$ cat src/rtl/freq_meter.sv
// Gate-window frequency meter: counts synchronised rising edges of sig_in over a
// selectable window of clk cycles. Optional period measurement: FREQ_METER_PERIOD_EN.
module freq_meter #(
    parameter int GATE_CYCLES = 60_000_000,
    parameter int CNT_W       = 26,
    parameter int SYNC_STAGES = 2
) (
    input  logic             clk,
    input  logic             rst_n,
    input  logic             sig_in,
    input  logic [1:0]       gate_sel,
    output logic [CNT_W-1:0] freq_cnt,
    output logic             freq_valid,
    output logic             overflow,
    output logic             busy,
    output logic [CNT_W-1:0] period_cnt,
    output logic             period_valid
);

    localparam int GCW = (GATE_CYCLES > 1) ? $clog2(GATE_CYCLES) : 1;
    localparam logic [GCW-1:0]   LAST0   = GCW'(GATE_CYCLES - 1);
    localparam logic [GCW-1:0]   LAST1   = GCW'(GATE_CYCLES / 10 - 1);
    localparam logic [GCW-1:0]   LAST2   = GCW'(GATE_CYCLES / 100 - 1);
    localparam logic [GCW-1:0]   LAST3   = GCW'(GATE_CYCLES / 1000 - 1);
    localparam logic [CNT_W-1:0] CNT_MAX = {CNT_W{1'b1}};

    typedef enum logic [1:0] {
        ST_ARM   = 2'd0,
        ST_GATE  = 2'd1,
        ST_LATCH = 2'd2
    } state_t;

    function automatic logic [GCW-1:0] gate_last(input logic [1:0] sel);
        logic [GCW-1:0] r;
        case (sel)
            2'd0:    r = LAST0;
            2'd1:    r = LAST1;
            2'd2:    r = LAST2;
            2'd3:    r = LAST3;
            default: r = LAST0;
        endcase
        return r;
    endfunction

    state_t             state_q, state_d;
    logic [SYNC_STAGES-1:0] sync_q;
    logic               s_dly_q;
    logic               rise_s;
    logic [GCW-1:0]     gate_cnt_q, gate_cnt_d;
    logic [CNT_W-1:0]   edge_cnt_q, edge_cnt_d;
    logic               ovf_flag_q, ovf_flag_d;
    logic [CNT_W-1:0]   freq_cnt_q, freq_cnt_d;
    logic               overflow_q, overflow_d;
    logic               freq_valid_q, freq_valid_d;
    logic               busy_q, busy_d;

    assign rise_s = sync_q[SYNC_STAGES-1] & ~s_dly_q;

    // Synchroniser chain plus one delay flop for edge detection
    always_ff @(posedge clk or negedge rst_n) begin
        if (!rst_n) begin
            sync_q  <= {SYNC_STAGES{1'b0}};
            s_dly_q <= 1'b0;
        end else begin
            sync_q  <= {sync_q[SYNC_STAGES-2:0], sig_in};
            s_dly_q <= sync_q[SYNC_STAGES-1];
        end
    end

    // State and datapath registers
    always_ff @(posedge clk or negedge rst_n) begin
        if (!rst_n) begin
            state_q      <= ST_ARM;
            gate_cnt_q   <= {GCW{1'b0}};
            edge_cnt_q   <= {CNT_W{1'b0}};
            ovf_flag_q   <= 1'b0;
            freq_cnt_q   <= {CNT_W{1'b0}};
            overflow_q   <= 1'b0;
            freq_valid_q <= 1'b0;
            busy_q       <= 1'b0;
        end else begin
            state_q      <= state_d;
            gate_cnt_q   <= gate_cnt_d;
            edge_cnt_q   <= edge_cnt_d;
            ovf_flag_q   <= ovf_flag_d;
            freq_cnt_q   <= freq_cnt_d;
            overflow_q   <= overflow_d;
            freq_valid_q <= freq_valid_d;
            busy_q       <= busy_d;
        end
    end

    // Next-state logic
    always_comb begin
        state_d = state_q;
        case (state_q)
            ST_ARM:   state_d = ST_GATE;
            ST_GATE: begin
                if (gate_cnt_q == {GCW{1'b0}}) begin
                    state_d = ST_LATCH;
                end else begin
                    state_d = ST_GATE;
                end
            end
            ST_LATCH: state_d = ST_ARM;
            default:  state_d = ST_ARM;
        endcase
    end

    // Gate countdown, saturating edge count and result capture
    always_comb begin
        gate_cnt_d = gate_cnt_q;
        edge_cnt_d = edge_cnt_q;
        ovf_flag_d = ovf_flag_q;
        freq_cnt_d = freq_cnt_q;
        overflow_d = overflow_q;
        case (state_q)
            ST_ARM: begin
                gate_cnt_d = gate_last(gate_sel);
                edge_cnt_d = {CNT_W{1'b0}};
                ovf_flag_d = 1'b0;
            end
            ST_GATE: begin
                if (rise_s) begin
                    if (edge_cnt_q == CNT_MAX) begin
                        ovf_flag_d = 1'b1;
                    end else begin
                        edge_cnt_d = edge_cnt_q + {{(CNT_W-1){1'b0}}, 1'b1};
                    end
                end else begin
                    edge_cnt_d = edge_cnt_q;
                end
                if (gate_cnt_q != {GCW{1'b0}}) begin
                    gate_cnt_d = gate_cnt_q - {{(GCW-1){1'b0}}, 1'b1};
                end else begin
                    gate_cnt_d = gate_cnt_q;
                end
            end
            ST_LATCH: begin
                freq_cnt_d = edge_cnt_q;
                overflow_d = ovf_flag_q;
            end
            default: begin
                gate_cnt_d = gate_cnt_q;
            end
        endcase
    end

    // Output decode; valid is registered so it lines up with the updated result
    always_comb begin
        busy_d       = (state_d == ST_GATE);
        freq_valid_d = (state_q == ST_LATCH);
    end

    assign freq_cnt   = freq_cnt_q;
    assign overflow   = overflow_q;
    assign freq_valid = freq_valid_q;
    assign busy       = busy_q;

`ifdef FREQ_METER_PERIOD_EN
    logic [CNT_W-1:0] per_cnt_q, per_cnt_d;
    logic             seen_q, seen_d;
    logic [CNT_W-1:0] period_cnt_q, period_cnt_d;
    logic             period_valid_q, period_valid_d;

    // Period counter registers
    always_ff @(posedge clk or negedge rst_n) begin
        if (!rst_n) begin
            per_cnt_q      <= {CNT_W{1'b0}};
            seen_q         <= 1'b0;
            period_cnt_q   <= {CNT_W{1'b0}};
            period_valid_q <= 1'b0;
        end else begin
            per_cnt_q      <= per_cnt_d;
            seen_q         <= seen_d;
            period_cnt_q   <= period_cnt_d;
            period_valid_q <= period_valid_d;
        end
    end

    // First rise only arms the measurement; later rises report the interval
    always_comb begin
        per_cnt_d      = per_cnt_q;
        seen_d         = seen_q;
        period_cnt_d   = period_cnt_q;
        period_valid_d = 1'b0;
        if (rise_s) begin
            per_cnt_d = {{(CNT_W-1){1'b0}}, 1'b1};
            seen_d    = 1'b1;
            if (seen_q) begin
                period_cnt_d   = per_cnt_q;
                period_valid_d = 1'b1;
            end else begin
                period_valid_d = 1'b0;
            end
        end else if (per_cnt_q != CNT_MAX) begin
            per_cnt_d = per_cnt_q + {{(CNT_W-1){1'b0}}, 1'b1};
        end else begin
            per_cnt_d = per_cnt_q;
        end
    end

    assign period_cnt   = period_cnt_q;
    assign period_valid = period_valid_q;
`else
    assign period_cnt   = {CNT_W{1'b0}};
    assign period_valid = 1'b0;
`endif

endmodule
$ cat config.mk
export PLATFORM = sky130hd
export DESIGN_NAME = freq_meter
export DESIGN_NICKNAME = d
export VERILOG_FILES = /design/src/rtl/freq_meter.sv
export SDC_FILE = /design/constraint.sdc
export NUM_CORES = 1
export LEC_CHECK = 0
export ABC_AREA = 1
export CAP_MARGIN = 20
export CORE_MARGIN = 10
export CORE_UTILIZATION = 41
export DETAILED_ROUTE_END_ITERATION = 12
export DONT_BUFFER_PORTS = 1
export GPL_TIMING_DRIVEN = 0
export PLACE_DENSITY_LB_ADDON = 0.12
export SLEW_MARGIN = 20
export SYNTH_ARGS = -nofsm -noshare
export SYNTH_HDL_FRONTEND = slang
export SYNTH_SLANG_ARGS = --single-unit
$ cat constraint.sdc
create_clock -name clk -period 1.9 [get_ports clk]
set_clock_uncertainty 0.15 [all_clocks]
set_input_delay 0.38 -clock clk [delete_from_list [all_inputs] [get_ports clk]]
set_output_delay 0.38 -clock clk [all_outputs]
set_load 0.02 [all_outputs]
Word-level counts from Yosys, hierarchy flattened

Index checks and enable logic that the tools add are counted.

Flip-flop bits (word level): 87

Eq/ne operators: 11
Add/subtract/negate cells: 2
Muxes and demuxes: 11
Bitwise gates (word level): 2
Reductions and logical operators: 8

Operator list:

| cell                                               | number |
|---|---|
| case mux 26 bit (2 select lines)                   | 2 |
| case mux 26 bit (4 select lines)                   | 1 |
| two-way mux 26 bit                                 | 3 |
| adder 26 x 1 -> 26 bit, second input constant      | 1 |
| == test 26 bit, second input constant              | 1 |
| logical NOT 26 bit                                 | 1 |
| nonzero test 26 bit                                | 1 |
| subtractor 26 x 1 -> 26 bit, second input constant | 1 |
| != test 2 bit, second input constant               | 4 |
| == test 2 x 1 -> 1 bit, second input constant      | 3 |
| == test 2 bit, second input constant               | 3 |
| AND reduction 3 bit                                | 2 |
| logical NOT 2 bit                                  | 2 |
| case mux 2 bit (2 select lines)                    | 1 |
| two-way mux 1 bit                                  | 2 |
| two-way mux 2 bit                                  | 1 |
| case mux 1 bit (2 select lines)                    | 1 |
| AND reduction 2 bit                                | 1 |
| nonzero test 2 bit                                 | 1 |
| bitwise AND 1 bit                                  | 1 |
| inverter 1 bit                                     | 1 |

Logic depth before layout (Yosys ltp)

Depth in word-level cells: 4
Mapped depth: 11
Mapped depth without buffers: 11

Worst setup path after synthesis

No wires, ideal clock.

Path type: register -> register
From: register gate_cnt_q[0]
To: register gate_cnt_q[5]
Arrival time: 1.596 ns
Setup time: 0.123 ns
Buffers on the path: 1
Period minus slack after synthesis: 1.870 ns
Stages on the path, launching flop included: 11
Slack: 0.030 ns
Path through: dfrtp_1 -> inv_1 -> ha_1 -> nand2_2 -> nor2_4 -> nand2_1 -> o21ai_2 -> nand2_1 -> buf_2 -> o21ai_1 -> o21ai_1

Longest elaborated chain between the ends: 3
Elaborated cells between the ends (all ways): 6
Classes of those cells: add/sub: 1; eq/ne: 1; mux: 2; reduce/logical: 2

Ends and longest elaborated chain:

| what                                                                    | line     | text |
|---|---|---|
| start, declared                                                         | 49       | `logic [GCW-1:0] gate_cnt_q, gate_cnt_d;` |
| start signal, assigned                                                  | 74       | `gate_cnt_q <= {GCW{1'b0}};` |
| start signal, assigned                                                  | 83       | `gate_cnt_q <= gate_cnt_d;` |
| subtractor 26 x 1 -> 26 bit or nonzero test 26 bit (tied branches)      | 134, 133 |  |
| two-way mux 26 bit or != test 2 bit (tied branches)                     | -        |  |
| case mux 26 bit (2 select lines) or AND reduction 2 bit (tied branches) | -        |  |

Several ways; a longest one is shown, not always the timed one. The select of a mux whose other input is x is not followed.
A chain may end at the register's enable or synchronous reset.

Worst setup path in the final report

From: register gate_cnt_q[0]
To: register gate_cnt_q[13]

The elaborated chain is that of the path after synthesis.

==> metrics.txt <==
# TYPE chip_impl_metric gauge
chip_impl_metric{name="grt.overflow.total",unit=""} 0
chip_impl_metric{name="r2r.worst_path.cells",unit=""} 10
chip_impl_metric{name="io_buffer_count",unit=""} 0
chip_impl_metric{name="detail_route.iter0.violations",unit=""} 396
chip_impl_metric{name="hpwlAfterDp",unit="µm"} 10800
chip_impl_metric{name="irDropWorstVdd",unit="mV"} 0.305
chip_impl_metric{name="clk_transition_reported_paths",unit="ps"} 60
chip_impl_metric{name="cts_made_buffers",unit=""} 9
chip_impl_metric{name="max_freq",unit="GHz"} 0.542
chip_impl_info{name="crit_chain",value="inv_2 -> ha_4 -> nand2_4 -> nor2_4 -> nand2_2 -> o21ai_2 -> nand2_2 -> buf_4 -> nand3_1 -> nand2_1"} 1
chip_impl_info{name="timing.critical_path.max_delay_family",value="simple AND/OR/NAND/NOR gates"} 1
chip_impl_metric{name="grt_start_max_net_pins",unit=""} 88
chip_impl_metric{name="die_width",unit="µm"} 133
chip_impl_info{name="hold_class",value="input pin to async pin"} 1
chip_impl_metric{name="rows",unit=""} 41
chip_impl_info{name="worstSetupStartpoint",value="gate_cnt_q[0]"} 1
chip_impl_metric{name="wl_met3",unit="µm"} 723
chip_impl_metric{name="worst-path-max-fanout",unit=""} 10
chip_impl_metric{name="layout.nets",unit=""} 815
chip_impl_info{name="critical-path-top-cell-by-count",value="sky130_fd_sc_hd__nand2_2"} 1
chip_impl_metric{name="place.gp.congestion",unit=""} 0.957
chip_impl_metric{name="syn2layout_area_growth",unit="%"} 20.4
chip_impl_metric{name="critical_path_required_time",unit="ps"} 1990
chip_impl_info{name="worst_r2r_endpoint",value="gate_cnt_q[13]"} 1
chip_impl_metric{name="initial_antenna_violation_count",unit=""} 0
chip_impl_info{name="post_synth_main_area_contributors",value="sky130_fd_sc_hd__dfrtp_1 (42%), sky130_fd_sc_hd__nand2_1 (17%), sky130_fd_sc_hd__nor2_1 (8.1%)"} 1
chip_impl_metric{name="fp.coreArea",unit="µm²"} 12600
chip_impl_metric{name="clock_path_buffers",unit=""} 2
chip_impl_metric{name="chipHeight",unit="µm"} 133
chip_impl_metric{name="post-route-drc-count",unit=""} 0
chip_impl_metric{name="cts-htree-levels",unit=""} 3
chip_impl_info{name="highest-signal-layer",value="met4"} 1
chip_impl_info{name="post-synth-top-count-cell",value="sky130_fd_sc_hd__nand2_1"} 1
chip_impl_info{name="endpoint_kind",value="flop"} 1
chip_impl_metric{name="finalHoldViolCount",unit=""} 87
chip_impl_metric{name="async_reset_ff_frac",unit=""} 1.00
chip_impl_info{name="critPathLaunchType",value="flop"} 1
chip_impl_metric{name="diodes",unit=""} 0
chip_impl_metric{name="io_pins",unit=""} 61
chip_impl_metric{name="final-setup-viol-count",unit=""} 0
chip_impl_metric{name="timing.reg2reg.setup_slack",unit="ps"} 50
chip_impl_metric{name="post-route-min-period",unit="ps"} 1850
chip_impl_metric{name="post_drt_via_cell_ratio",unit=""} 4.85
chip_impl_metric{name="first_global_vias",unit=""} 4571
chip_impl_info{name="synth_commonest_cells",value="sky130_fd_sc_hd__nand2_1 (240), sky130_fd_sc_hd__nor2_1 (113), sky130_fd_sc_hd__dfrtp_1 (87)"} 1
chip_impl_metric{name="setup_total_negative_slack",unit="ps"} 0
chip_impl_metric{name="num_vias",unit=""} 4733
chip_impl_metric{name="grt_pass1_wl",unit="µm"} 24300
chip_impl_metric{name="worstMarginPinSlew",unit="ps"} 530
chip_impl_metric{name="syn_inst",unit=""} 735
chip_impl_metric{name="avg_cell_area_syn",unit="µm²"} 7.10
chip_impl_metric{name="route.antenna.remaining_nets",unit=""} 0
chip_impl_metric{name="max_slew_violation_total_from_the_final_report",unit=""} 0
chip_impl_metric{name="netlist_area",unit="µm²"} 5220
chip_impl_metric{name="yosysSeqAreaShare",unit=""} 0.417
chip_impl_metric{name="maxCapViolations",unit=""} 0
chip_impl_metric{name="clock_sinks",unit=""} 87
chip_impl_info{name="worstReg2RegStart",value="gate_cnt_q[0]"} 1
chip_impl_metric{name="leakagePower",unit="nW"} 3.02
chip_impl_metric{name="drive_gt1_frac",unit=""} 0.193
chip_impl_metric{name="timing.max_slew.rel_slack",unit=""} 0.646
chip_impl_info{name="clock_tree.root_cell",value="sky130_fd_sc_hd__clkbuf_16"} 1
chip_impl_metric{name="timing.critical_path.buf_inv",unit=""} 2
chip_impl_metric{name="synth_edf_count",unit=""} 0
chip_impl_info{name="cts_tree",value="yes"} 1
chip_impl_metric{name="grt_usage",unit=""} 0.173
chip_impl_metric{name="whs",unit="ps"} -431
chip_impl_info{name="grt_setup_unrepaired",value="true"} 1
chip_impl_metric{name="worst_ep_arrival_time",unit="ps"} 1940
chip_impl_metric{name="start_util",unit=""} 0.415
chip_impl_metric{name="route.met2.wl",unit="µm"} 7830
chip_impl_metric{name="largest_incremental_delay_on_the_critical_path",unit="ps"} 390
chip_impl_info{name="critical_path_class",value="flop to flop"} 1
chip_impl_metric{name="switching_power",unit="mW"} 1.10
chip_impl_metric{name="worst_skew_pair.late_latency",unit="ps"} 350
chip_impl_metric{name="power.clock.fraction",unit=""} 0.406
chip_impl_metric{name="internal_power",unit="mW"} 3.12
chip_impl_metric{name="cellPowerDensity",unit="nW/µm²"} 671
chip_impl_metric{name="synth_cell_types",unit=""} 34
chip_impl_metric{name="cts_hold_repair.buffers",unit=""} 1
chip_impl_metric{name="yosysWarningCount",unit=""} 0
chip_impl_metric{name="routed_wire_length_per_instance",unit="µm"} 15.6
chip_impl_info{name="critPathSlowestCell",value="sky130_fd_sc_hd__dfrtp_1"} 1
chip_impl_metric{name="ys_ff_latch",unit=""} 87
chip_impl_metric{name="final_min_period_over_clock_period",unit=""} 0.972
chip_impl_metric{name="drt_pre_antenna_iters",unit=""} 4
chip_impl_metric{name="final_core_util",unit=""} 0.500
chip_impl_metric{name="power.share.sequential",unit=""} 0.475
chip_impl_info{name="synth.largest_area_cell",value="sky130_fd_sc_hd__dfrtp_1"} 1
chip_impl_info{name="synthFlopType",value="sky130_fd_sc_hd__dfrtp_1"} 1
chip_impl_info{name="outcome",value="finished with violations"} 1
chip_impl_metric{name="overall_die_area",unit="µm²"} 17600
chip_impl_metric{name="power.combinational.fraction",unit=""} 0.118
chip_impl_info{name="violations",value="negative hold slack"} 1
chip_impl_metric{name="routedLengthMet1",unit="µm"} 6160
chip_impl_metric{name="netlist.area_leader.share",unit=""} 0.417
chip_impl_metric{name="switching_part_of_the_total",unit=""} 0.260
chip_impl_metric{name="drt_wl_total",unit="µm"} 15200
area by class of cell:
cell class | instances | area (µm²)
multi-input combinational | 565 | 2770
inverter | 62 | 240
sequential | 87 | 2190
clock inverter | 2 | 35.0
fill | 1264 | 6280
timing repair buffer | 29 | 240
buffer | 47 | 359
tap | 172 | 215
clock buffer | 11 | 233
registers in the layout, summed over array words and instances, names as in the netlist:
name,count
busy,1
edge_cnt_q,26
freq_cnt,26
freq_valid,1
gate_cnt_q,26
overflow,1
ovf_flag_q,1
s_dly_q,1
state_q,2
sync_q,2
worst max path at each step:
| stage | to | slack [ps] | depth (start not counted) |
|---|---|---|---|
| after floorplan | gate_cnt_q[5] | 30 | 10 |
| final | gate_cnt_q[13] | 50 | 10 |
| after detailed placement | gate_cnt_q[5] | -400 | 10 |
| after CTS | gate_cnt_q[1] | 4 | 9 |
| after global routing | gate_cnt_q[22] | -40 | 9 |
| after global placement | gate_cnt_q[1] | -380 | 10 |
per-stage QoR:
step                      worst slack [ps]  std cells  power, mW  area [µm²]
final                                 53.5        975       4.22        6290
after global routing                 -38.5        975       4.41        6290
after CTS                             4.13        962       4.25        6050
after detailed placement              -397        933       2.43        5530
after global placement                -379        933       2.42        5530
after floorplan                       30.2        761       2.34        5320
kinds of logic after synthesis:
group	after synthesis	share of synthesized area
other	1	0.000718
xor gates and xnor gates	17	0.0285
AOI/OAI and AO/OA	77	0.0781
buffers and inverters	109	0.106
and+or+nand+nor	435	0.348
DFF	87	0.417
adders and majority gates	9	0.0216
metal layers:
| layer | vias up | track usage |
|---|---|---|
| met2 | 95 | 0.300 |
| met5 | - | 0 |
| li1 | 2387 | - |
| met4 | 0 | 0.0941 |
| met3 | 32 | 0.0356 |
| met1 | 2219 | 0.196 |
power by group through the flow:
stage	Combinational [mW]	Sequential, mW	Clock (mW)
finish	0.500	2.01	1.71
global route	0.555	2.01	1.84
CTS	0.474	2.00	1.77
detailed placement	0.391	2.04	0
global placement	0.387	2.04	0
floorplan	0.327	2.01	0
cell usage in the layout (no fill, tap or decap), types with 7 or more instances in the layout:
cell and instances:
sky130_fd_sc_hd__nand2_2 14, sky130_fd_sc_hd__nor2_4 10, sky130_fd_sc_hd__dfrtp_1 75, sky130_fd_sc_hd__nand3_1 49, sky130_fd_sc_hd__nand2_1 229, sky130_fd_sc_hd__o21ai_0 40, sky130_fd_sc_hd__ha_1 7, sky130_fd_sc_hd__buf_4 57
sky130_fd_sc_hd__buf_6 8, sky130_fd_sc_hd__clkbuf_16 9, sky130_fd_sc_hd__nand4_1 11, sky130_fd_sc_hd__nor2_1 96, sky130_fd_sc_hd__o21ai_1 25, sky130_fd_sc_hd__nor2_2 12, sky130_fd_sc_hd__dfrtp_2 12, sky130_fd_sc_hd__xor2_1 16
sky130_fd_sc_hd__inv_1 57, sky130_fd_sc_hd__conb_1 27
timing repair:
action,in CTS,in global routing
gates cloned,3,0
resized for setup,41,51
buffers inserted,12,13
setup endpoints to repair,74,58
hold endpoints to repair,88,87
pin swaps,5,6
(Power assumes the default switching activity.)
